## config.mk

```make
export PLATFORM = sky130hd
export DESIGN_NAME = alu_issue_unit_flat
export DESIGN_NICKNAME = d
export VERILOG_FILES = /design/src/rtl/cpu_pkg.sv /design/src/rtl/alu_issue_unit_if.sv /design/src/rtl/RegFile4x8.sv /design/src/rtl/alu_issue_unit.sv /design/src/flat_wrapper.sv
export SDC_FILE = /design/constraint.sdc
export NUM_CORES = 1
export LEC_CHECK = 0
export ABC_AREA = 1
export BUFFER_PORTS_ARGS = -buffer_cell sky130_fd_sc_hd__buf_2
export CAP_MARGIN = 20
export CORE_ASPECT_RATIO = 1.75
export CORE_MARGIN = 5
export CORE_UTILIZATION = 62
export DETAILED_ROUTE_END_ITERATION = 6
export PLACE_DENSITY = 0.86
export RECOVER_POWER = 25
export SLEW_MARGIN = 0
export SYNTH_ARGS = -nofsm -noshare
export SYNTH_HDL_FRONTEND = slang
export SYNTH_HIERARCHICAL = 1
export SYNTH_SLANG_ARGS = --single-unit
```

## constraint.sdc

```tcl
create_clock -name clk -period 4.6 [get_ports clk]
set_input_delay 0.69 -clock clk [delete_from_list [all_inputs] [get_ports clk]]
set_output_delay 0.69 -clock clk [all_outputs]
set_load 0.03 [all_outputs]
```

## src/rtl/cpu_pkg.sv

```systemverilog
// Shared constants, opcodes and state encoding for the ALU issue/writeback unit.
package cpu_pkg;

    localparam int DATA_W  = 8;
    localparam int INSTR_W = 16;
    localparam int NREG    = 4;
    localparam int REG_AW  = 2;

    localparam logic [3:0] OP_PASSB      = 4'd0;
    localparam logic [3:0] OP_NOT        = 4'd1;
    localparam logic [3:0] OP_AND        = 4'd2;
    localparam logic [3:0] OP_OR         = 4'd3;
    localparam logic [3:0] OP_XOR        = 4'd4;
    localparam logic [3:0] OP_ADD        = 4'd5;
    localparam logic [3:0] OP_SUB        = 4'd6;
    localparam logic [3:0] OP_SHL        = 4'd7;
    localparam logic [3:0] OP_SHR        = 4'd8;
    localparam logic [3:0] OP_SRA        = 4'd9;
    localparam logic [3:0] OP_LAST_LEGAL = 4'd9;

    typedef enum logic [1:0] {
        ST_IDLE = 2'd0,
        ST_READ = 2'd1,
        ST_EXEC = 2'd2,
        ST_WB   = 2'd3
    } state_t;

    // Widen the 7-bit immediate to a full data word, keeping its sign.
    function automatic logic [DATA_W-1:0] sext_imm7(input logic [6:0] imm);
        return {imm[6], imm};
    endfunction

endpackage

```

## src/rtl/alu_issue_unit_if.sv

```systemverilog
// Instruction issue handshake between an instruction source and the issue unit.
interface alu_issue_unit_if;
    import cpu_pkg::*;

    logic               in_valid;
    logic               in_ready;
    logic [INSTR_W-1:0] instr;

    modport master (
        output in_valid,
        output instr,
        input  in_ready
    );

    modport slave (
        input  in_valid,
        input  instr,
        output in_ready
    );

endinterface

```

## src/rtl/RegFile4x8.sv

```systemverilog
// Four 8-bit architectural registers: two operand read ports, one write port
// and an extra combinational read port used only for debug observation.
module RegFile4x8
    import cpu_pkg::*;
(
    input  logic              clk,
    input  logic              reset_n,
    input  logic              we,
    input  logic [REG_AW-1:0] waddr,
    input  logic [DATA_W-1:0] wdata,
    input  logic [REG_AW-1:0] raddr_a,
    output logic [DATA_W-1:0] rdata_a,
    input  logic [REG_AW-1:0] raddr_b,
    output logic [DATA_W-1:0] rdata_b,
    input  logic [REG_AW-1:0] dbg_addr,
    output logic [DATA_W-1:0] dbg_data
);

    logic [DATA_W-1:0] regs_q [NREG];
    logic [DATA_W-1:0] regs_d [NREG];

    // Next register contents: only the addressed entry changes on a write.
    always_comb begin
        regs_d = regs_q;
        if (we) begin
            regs_d[waddr] = wdata;
        end
    end

    // Register storage, cleared asynchronously so an aborted write never lands.
    always_ff @(posedge clk or negedge reset_n) begin
        if (!reset_n) begin
            for (int i = 0; i < NREG; i++) begin
                regs_q[i] <= '0;
            end
        end else begin
            regs_q <= regs_d;
        end
    end

    assign rdata_a  = regs_q[raddr_a];
    assign rdata_b  = regs_q[raddr_b];
    assign dbg_data = regs_q[dbg_addr];

endmodule

```

## src/rtl/alu_issue_unit.sv

```systemverilog
// Issue and writeback stage in front of an external 8-bit ALU. Each accepted
// instruction walks IDLE -> READ -> EXEC -> WB, one instruction in flight.
module alu_issue_unit
    import cpu_pkg::*;
(
    input  logic                clk,
    input  logic                reset_n,
    alu_issue_unit_if.slave     issue,
    output logic [3:0]          alu_sel,
    output logic [DATA_W-1:0]   alu_a,
    output logic [DATA_W-1:0]   alu_b,
    input  logic [DATA_W-1:0]   alu_c,
    output logic                done,
    output logic                err,
    output logic [DATA_W-1:0]   result,
    output logic                flag_z,
    output logic                flag_n,
    input  logic [REG_AW-1:0]   dbg_addr,
    output logic [DATA_W-1:0]   dbg_data
);

    state_t             state_q, state_d;
    logic [INSTR_W-1:0] instr_q, instr_d;
    logic [3:0]         alu_sel_q, alu_sel_d;
    logic [DATA_W-1:0]  alu_a_q, alu_a_d;
    logic [DATA_W-1:0]  alu_b_q, alu_b_d;
    logic [DATA_W-1:0]  res_q, res_d;
    logic [DATA_W-1:0]  result_q, result_d;
    logic               flag_z_q, flag_z_d;
    logic               flag_n_q, flag_n_d;

    logic [3:0]         dec_op;
    logic               dec_use_imm;
    logic [REG_AW-1:0]  dec_rd;
    logic [REG_AW-1:0]  dec_rs;
    logic [6:0]         dec_imm7;

    logic               rf_we;
    logic [DATA_W-1:0]  rf_rdata_a;
    logic [DATA_W-1:0]  rf_rdata_b;

    assign dec_op      = instr_q[15:12];
    assign dec_use_imm = instr_q[11];
    assign dec_rd      = instr_q[10:9];
    assign dec_rs      = instr_q[8:7];
    assign dec_imm7    = instr_q[6:0];

    // Port A always reads the destination (two-address form), port B the source.
    RegFile4x8 u_regfile (
        .clk      (clk),
        .reset_n  (reset_n),
        .we       (rf_we),
        .waddr    (dec_rd),
        .wdata    (res_q),
        .raddr_a  (dec_rd),
        .rdata_a  (rf_rdata_a),
        .raddr_b  (dec_rs),
        .rdata_b  (rf_rdata_b),
        .dbg_addr (dbg_addr),
        .dbg_data (dbg_data)
    );

    // Sequencer and datapath next-state; illegal ops still run through the ALU
    // but have their writeback replaced by an error pulse.
    always_comb begin
        state_d   = state_q;
        instr_d   = instr_q;
        alu_sel_d = alu_sel_q;
        alu_a_d   = alu_a_q;
        alu_b_d   = alu_b_q;
        res_d     = res_q;
        result_d  = result_q;
        flag_z_d  = flag_z_q;
        flag_n_d  = flag_n_q;
        rf_we     = 1'b0;
        done      = 1'b0;
        err       = 1'b0;
        case (state_q)
            ST_IDLE: begin
                if (issue.in_valid) begin
                    instr_d = issue.instr;
                    state_d = ST_READ;
                end
            end
            ST_READ: begin
                alu_sel_d = dec_op;
                alu_a_d   = rf_rdata_a;
                alu_b_d   = dec_use_imm ? sext_imm7(dec_imm7) : rf_rdata_b;
                state_d   = ST_EXEC;
            end
            ST_EXEC: begin
                res_d   = alu_c;
                state_d = ST_WB;
            end
            ST_WB: begin
                if (dec_op <= OP_LAST_LEGAL) begin
                    rf_we    = 1'b1;
                    result_d = res_q;
                    flag_z_d = (res_q == '0);
                    flag_n_d = res_q[DATA_W-1];
                    done     = 1'b1;
                end else begin
                    err = 1'b1;
                end
                state_d = ST_IDLE;
            end
            default: begin
                state_d = ST_IDLE;
            end
        endcase
    end

    // State and datapath registers; reset abandons any in-flight instruction.
    always_ff @(posedge clk or negedge reset_n) begin
        if (!reset_n) begin
            state_q   <= ST_IDLE;
            instr_q   <= '0;
            alu_sel_q <= '0;
            alu_a_q   <= '0;
            alu_b_q   <= '0;
            res_q     <= '0;
            result_q  <= '0;
            flag_z_q  <= 1'b1;
            flag_n_q  <= 1'b0;
        end else begin
            state_q   <= state_d;
            instr_q   <= instr_d;
            alu_sel_q <= alu_sel_d;
            alu_a_q   <= alu_a_d;
            alu_b_q   <= alu_b_d;
            res_q     <= res_d;
            result_q  <= result_d;
            flag_z_q  <= flag_z_d;
            flag_n_q  <= flag_n_d;
        end
    end

    assign issue.in_ready = (state_q == ST_IDLE);
    assign alu_sel        = alu_sel_q;
    assign alu_a          = alu_a_q;
    assign alu_b          = alu_b_q;
    assign result         = result_q;
    assign flag_z         = flag_z_q;
    assign flag_n         = flag_n_q;

endmodule

```

## src/flat_wrapper.sv

```systemverilog
// flat-port wrapper written by rule: the top's interface ports become plain ports
module alu_issue_unit_flat import cpu_pkg::*;
  (clk, reset_n, alu_sel, alu_a, alu_b, alu_c, done, err, result, flag_z, flag_n, dbg_addr, dbg_data, issue_in_valid, issue_instr, issue_in_ready);
  alu_issue_unit_if issue_i ();
  input  logic clk;
  input  logic reset_n;
  output logic [3:0] alu_sel;
  output logic [DATA_W-1:0] alu_a;
  output logic [DATA_W-1:0] alu_b;
  input  logic [DATA_W-1:0] alu_c;
  output logic done;
  output logic err;
  output logic [DATA_W-1:0] result;
  output logic flag_z;
  output logic flag_n;
  input  logic [REG_AW-1:0] dbg_addr;
  output logic [DATA_W-1:0] dbg_data;
  input wire logic [$bits(issue_i.in_valid)-1:0] issue_in_valid;
  input wire logic [$bits(issue_i.instr)-1:0] issue_instr;
  output wire logic [$bits(issue_i.in_ready)-1:0] issue_in_ready;
  assign issue_i.in_valid = issue_in_valid;
  assign issue_i.instr = issue_instr;
  assign issue_in_ready = issue_i.in_ready;
  alu_issue_unit u_core (.clk(clk), .reset_n(reset_n), .issue(issue_i), .alu_sel(alu_sel), .alu_a(alu_a), .alu_b(alu_b), .alu_c(alu_c), .done(done), .err(err), .result(result), .flag_z(flag_z), .flag_n(flag_n), .dbg_addr(dbg_addr), .dbg_data(dbg_data));
endmodule
```

# Word level (Yosys, flattened, before mapping)
# Index checks and enable logic that the tools add are counted.
[totals]
regBits = 88
in_bits = 29
out_inout_bits = 41
elab_cells = 49
[op_classes]
magnitude_cmp = 5
n_eq_ne = 4
muxes = 19
n_bitwise = 3
reduce_logical = 5
[ops]
columns = ["operator", "count"]
rows = [
  ["2-to-1 mux 8 bit", 8],
  ["binary-select mux 8 bit (select 2 bit)", 3],
  ["bitwise mux 32 bit", 1],
  ["demux 8 bit (select 2 bit)", 1],
  [">= comparator 3 bit (second input constant)", 3],
  ["NOT 2 -> 3 bit", 3],
  ["logical NOT 8 bit", 1],
  ["case mux 2 bit (4 select lines)", 1],
  ["equality test 2 bit (second input constant)", 2],
  ["less-or-equal comparator 4 bit (second input constant)", 1],
  ["2-to-1 mux 1 bit", 4],
  ["AND reduction 2 bit", 2],
  ["< comparator 3 x 1 -> 1 bit (second input constant)", 1],
  ["equality test 2 x 1 -> 1 bit (second input constant)", 1],
  ["logical NOT 2 bit", 1],
  ["2-to-1 mux 2 bit", 1],
  ["!= test 2 bit (second input constant)", 1],
  ["logical AND 1 bit", 1],
]

# Logic depth before layout (Yosys ltp)
[depth]
depth_word = 6
depth_mapped = 8
mapped_depth_nobuf = 6

# By module
# Netlist, hierarchy kept.
[modules_own_cells]
columns = ["mod", "instances", "cells_each", "area_per_inst_um2", "seq_area_each_um2"]
rows = [
  ["RegFile4x8", 1, 359, 2316.0, 800.8],
  ["alu_issue_unit", 1, 221, 2296.0, 1377.6],
]

# Worst setup path after synthesis
# OpenSTA, ideal clock, no wires.
[synth_timing]
kind = "input to output"
from = "input dbg_addr[0]"
to = "output dbg_data[0]"
t_arrival_ns = 1.359
required_time_ns = 3.910
slack_ns = 2.551
stages = 6
path_buffers = 2
cell_sequence = "buf_4 -> inv_2 -> buf_4 -> nand2_1 -> nand3_1 -> nand2_1"
[synth_between]
elab_chain_cells = 4
[synth_lines]
columns = ["item", "line", "text"]
rows = [
  ["from (decl)", "flat_wrapper.sv:16", "input logic [REG_AW-1:0] dbg_addr;"],
  ["NOT 2 -> 3 bit (implied by the code)", "RegFile4x8.sv:43", "assign dbg_data = regs_q[dbg_addr];"],
  ["binary-select mux 8 bit (select 2 bit)", "RegFile4x8.sv:43", ""],
  ["2-to-1 mux 8 bit (implied by the code) (2 in a row)", "RegFile4x8.sv:43", ""],
  ["to (decl)", "flat_wrapper.sv:17", "output logic [DATA_W-1:0] dbg_data;"],
]
# Every way passes these cells. The select of a mux whose other input is x is not followed.

==> out/summary.txt <==
initial antenna violation count: 0
Core Box Area: 7230 µm²
routability cong.: 0.915
Place WS: 2330 ps
H-tree Lvls: 3
FF-to-FF Start: u_core/state_q[0]$_DFFE_PN0P_
post-CTS setup buffer count: 0
starting density of the core: 63.8%
multiplexer share of the synthesized area: 4.64%
CP max stage delay: 1420 ps
Hold Crit Class: input port to async pin
FMAX: 388 MHz
width of the die: 75.2 µm
GRT Overall Usage: 27.9%
final period utilization: 56.1%
Hold WS: 384 ps
# DRC: 0
Setup TNS Final: 0 ps
number of buffers created by CTS: 9
TritonRoute pass-1 iters: 5
Worst-Margin Slew: 1800 ps
WL/cell: 16.7 µm
Mean Syn Cell Area: 7.95 µm²
RSZ-0062 raised after global routing: false
GR Overflow Total: 0
clock skew: 11.3 ps
I/O pins: 70
area fraction in and, or, nand and nor cells after synthesis: 34.5%
Peak VDD IR: 0.547 mV
Flop pwr share: 33.4%
Worst Path Buf+Inv: 2
Inserted Diodes: 0
maxcap violations: 1
fin. max-slew vios: 75
final setup vio count: 0
Die H: 124 µm
minimum clock period: 2580 ps
data required time of the critical path: 4700 ps
Via density: 5.69
fraction of layout cells with a size suffix above 1: 20.5%
routed via count: 4130
Gate power share: 48.0%
Leak: 2.91 nW
TritonCTS clock tree: built
initial DRC count: 523
post-route ant nets: 0
status: finished with violations
Hold Fails Final Rpt: 0
Syn Std Cell Area: 4610 µm²
Synth Area in Compound Gates: 3.36%
Post-Synth Adder-Cell Area: 1.36%
HPWL Detailed: 8.37 mm
Cells after Synth: 580
yosys warns: 6
first-pass GRT wire length: 19.5 mm
most frequent cells in the layout: nand2_1, dfrtp_1, nand3_1, buf_2, inv_1
clock sinks: 87
synthesis-stage register bit count: 87
Clk pwr share: 18.5%
count of different cell masters after synthesis: 25
Area Overhead vs Synth: 12.9%
input/output buffers: 69
worst skew pair latency: 340 ps
Resize count post-CTS: 0
CTS Root Cell: clkbuf_16
P_sw: 1.99 mW
die area: 9330 µm²
CP arrival: 2680 ps
Post-Synth XOR/XNOR Area: 0%
critical path class: input port to async pin
pin count of the biggest net entering global routing: 88
most common cell after layout, fill and taps aside: nand2_1
hold_buf cts: 0
Final WS setup: 2020 ps
vias in the first global route: 3982
r2r worst-path depth: 6
total wire length: 12.1 mm
clock-pin slew on the worst setup and hold paths: 60 ps
failing checks: max-capacitance violations, max-slew violations
R2R Path End: u_core/u_regfile/regs_q[0]$_DFFE_PN0P_
Crit. End Element: async pin
crit-path leading delay family: buffers and inverters
max_slew headroom: -20.1%
reg2reg setup slack: 2790 ps
Worst path slowest cell: clkbuf_2
CP Cell Sequence: clkbuf_1, clkbuf_2
Tot Pwr: 4.24 mW
CTS Buffer Depth: 2
Net Sw Frac: 46.9%
Final nets: 669
CP startpoint kind: input port
largest family of logic cells by synthesized area: simple AND/OR/NAND/NOR gates
Core Rows: 41
sequential-to-total area share from yosys stat: 47.2%
Power Internal: 2.25 mW
CP Max Fanout: 74
PwrDens: 814 nW/µm²
Mapped Nets: 614
cells in the mapped netlist, drive strengths merged:
cell	instances	area, µm²
clkbuf	2	12.5
nand2	253	972
ha	5	62.6
buf	27	198
nor2	21	114
a21oi	3	15.0
dfstp	1	26.3
mux2	19	214
inv	54	203
a31oi	8	50.1
dfrtp	86	2150
nand3	73	403
nand4	16	100
o21ai	12	90.1
per-layer routing:
| metal | wire length (µm) | track usage, % | vias to the layer above |
|---|---|---|---|
| met3 | 857 | 5.82 | 40 |
| met1 | 4400 | 33.0 | 1942 |
| met4 | 614 | 15.1 | 0 |
| li1 | - | - | 1940 |
| met5 | 0 | 0 | - |
| met2 | 6250 | 46.4 | 208 |
worst max-delay path by stage:
stage                                  start                                       to  slack (ps)  depth (start not counted)
2_1_floorplan                    dbg_addr[0]                              dbg_data[0]        2550                          6
3_3_place_gp                     dbg_addr[0]                              dbg_data[4]        2390                          6
3_5_place_dp                     dbg_addr[0]                              dbg_data[5]        2330                          6
4_1_cts        u_core/state_q[0]$_DFFE_PN0P_                                     done        2090                          4
5_1_grt                              reset_n  u_core/u_regfile/regs_q[26]$_DFFE_PN0P_        1530                          2
6_report                             reset_n            u_core/instr_q[8]$_DFFE_PN0P_        2020                          2
per-stage QoR:
| stage | area [µm²] | std cells | utilization [%] |
|---|---|---|---|
| 2_1_floorplan | 4610 | 580 | - |
| 3_3_place_gp | 4880 | 709 | 67.5 |
| 3_5_place_dp | 4880 | 709 | 67.5 |
| 4_1_cts | 5200 | 725 | 72.0 |
| 5_1_grt | 5210 | 726 | 72.0 |
| 6_report | 5210 | 726 | 72.0 |
flip-flops by register name (all words and copies together), names as in the netlist:
signal                   count
u_core/u_regfile/regs_q     32
u_core/instr_q              16
u_core/alu_a                 8
u_core/alu_b                 8
u_core/res_q                 8
u_core/result                8
u_core/alu_sel               4
u_core/state_q               2
u_core/flag_z                1
power by group through the flow:
stage | Clock (mW) | Combinational [mW] | Sequential [mW]
after detailed placement | 0 | 1.99 | 1.42
after global placement | 0 | 1.94 | 1.39
final | 0.785 | 2.04 | 1.42
after CTS | 0.793 | 2.02 | 1.41
after floorplan | 0 | 1.36 | 1.55
after global routing | 0.827 | 2.24 | 1.46
kinds of logic (layout without fill, tap and decap cells):
group	Yosys count	after routing
compound gates	23	23
fa+ha+maj	5	5
buf+inv	83	143
flops	87	87
mux	19	19
simple gates	363	363
area by class of cell:
type / instances / area (µm²)
multi-input combinational: 410 / 2020
fill: 533 / 2030
inverter: 54 / 203
clock inverter: 3 / 65.1
timing repair buffer: 73 / 372
sequential: 87 / 2180
tap: 86 / 108
clock buffer: 13 / 260
No activity file was read; power rests on OpenSTA's default activity.
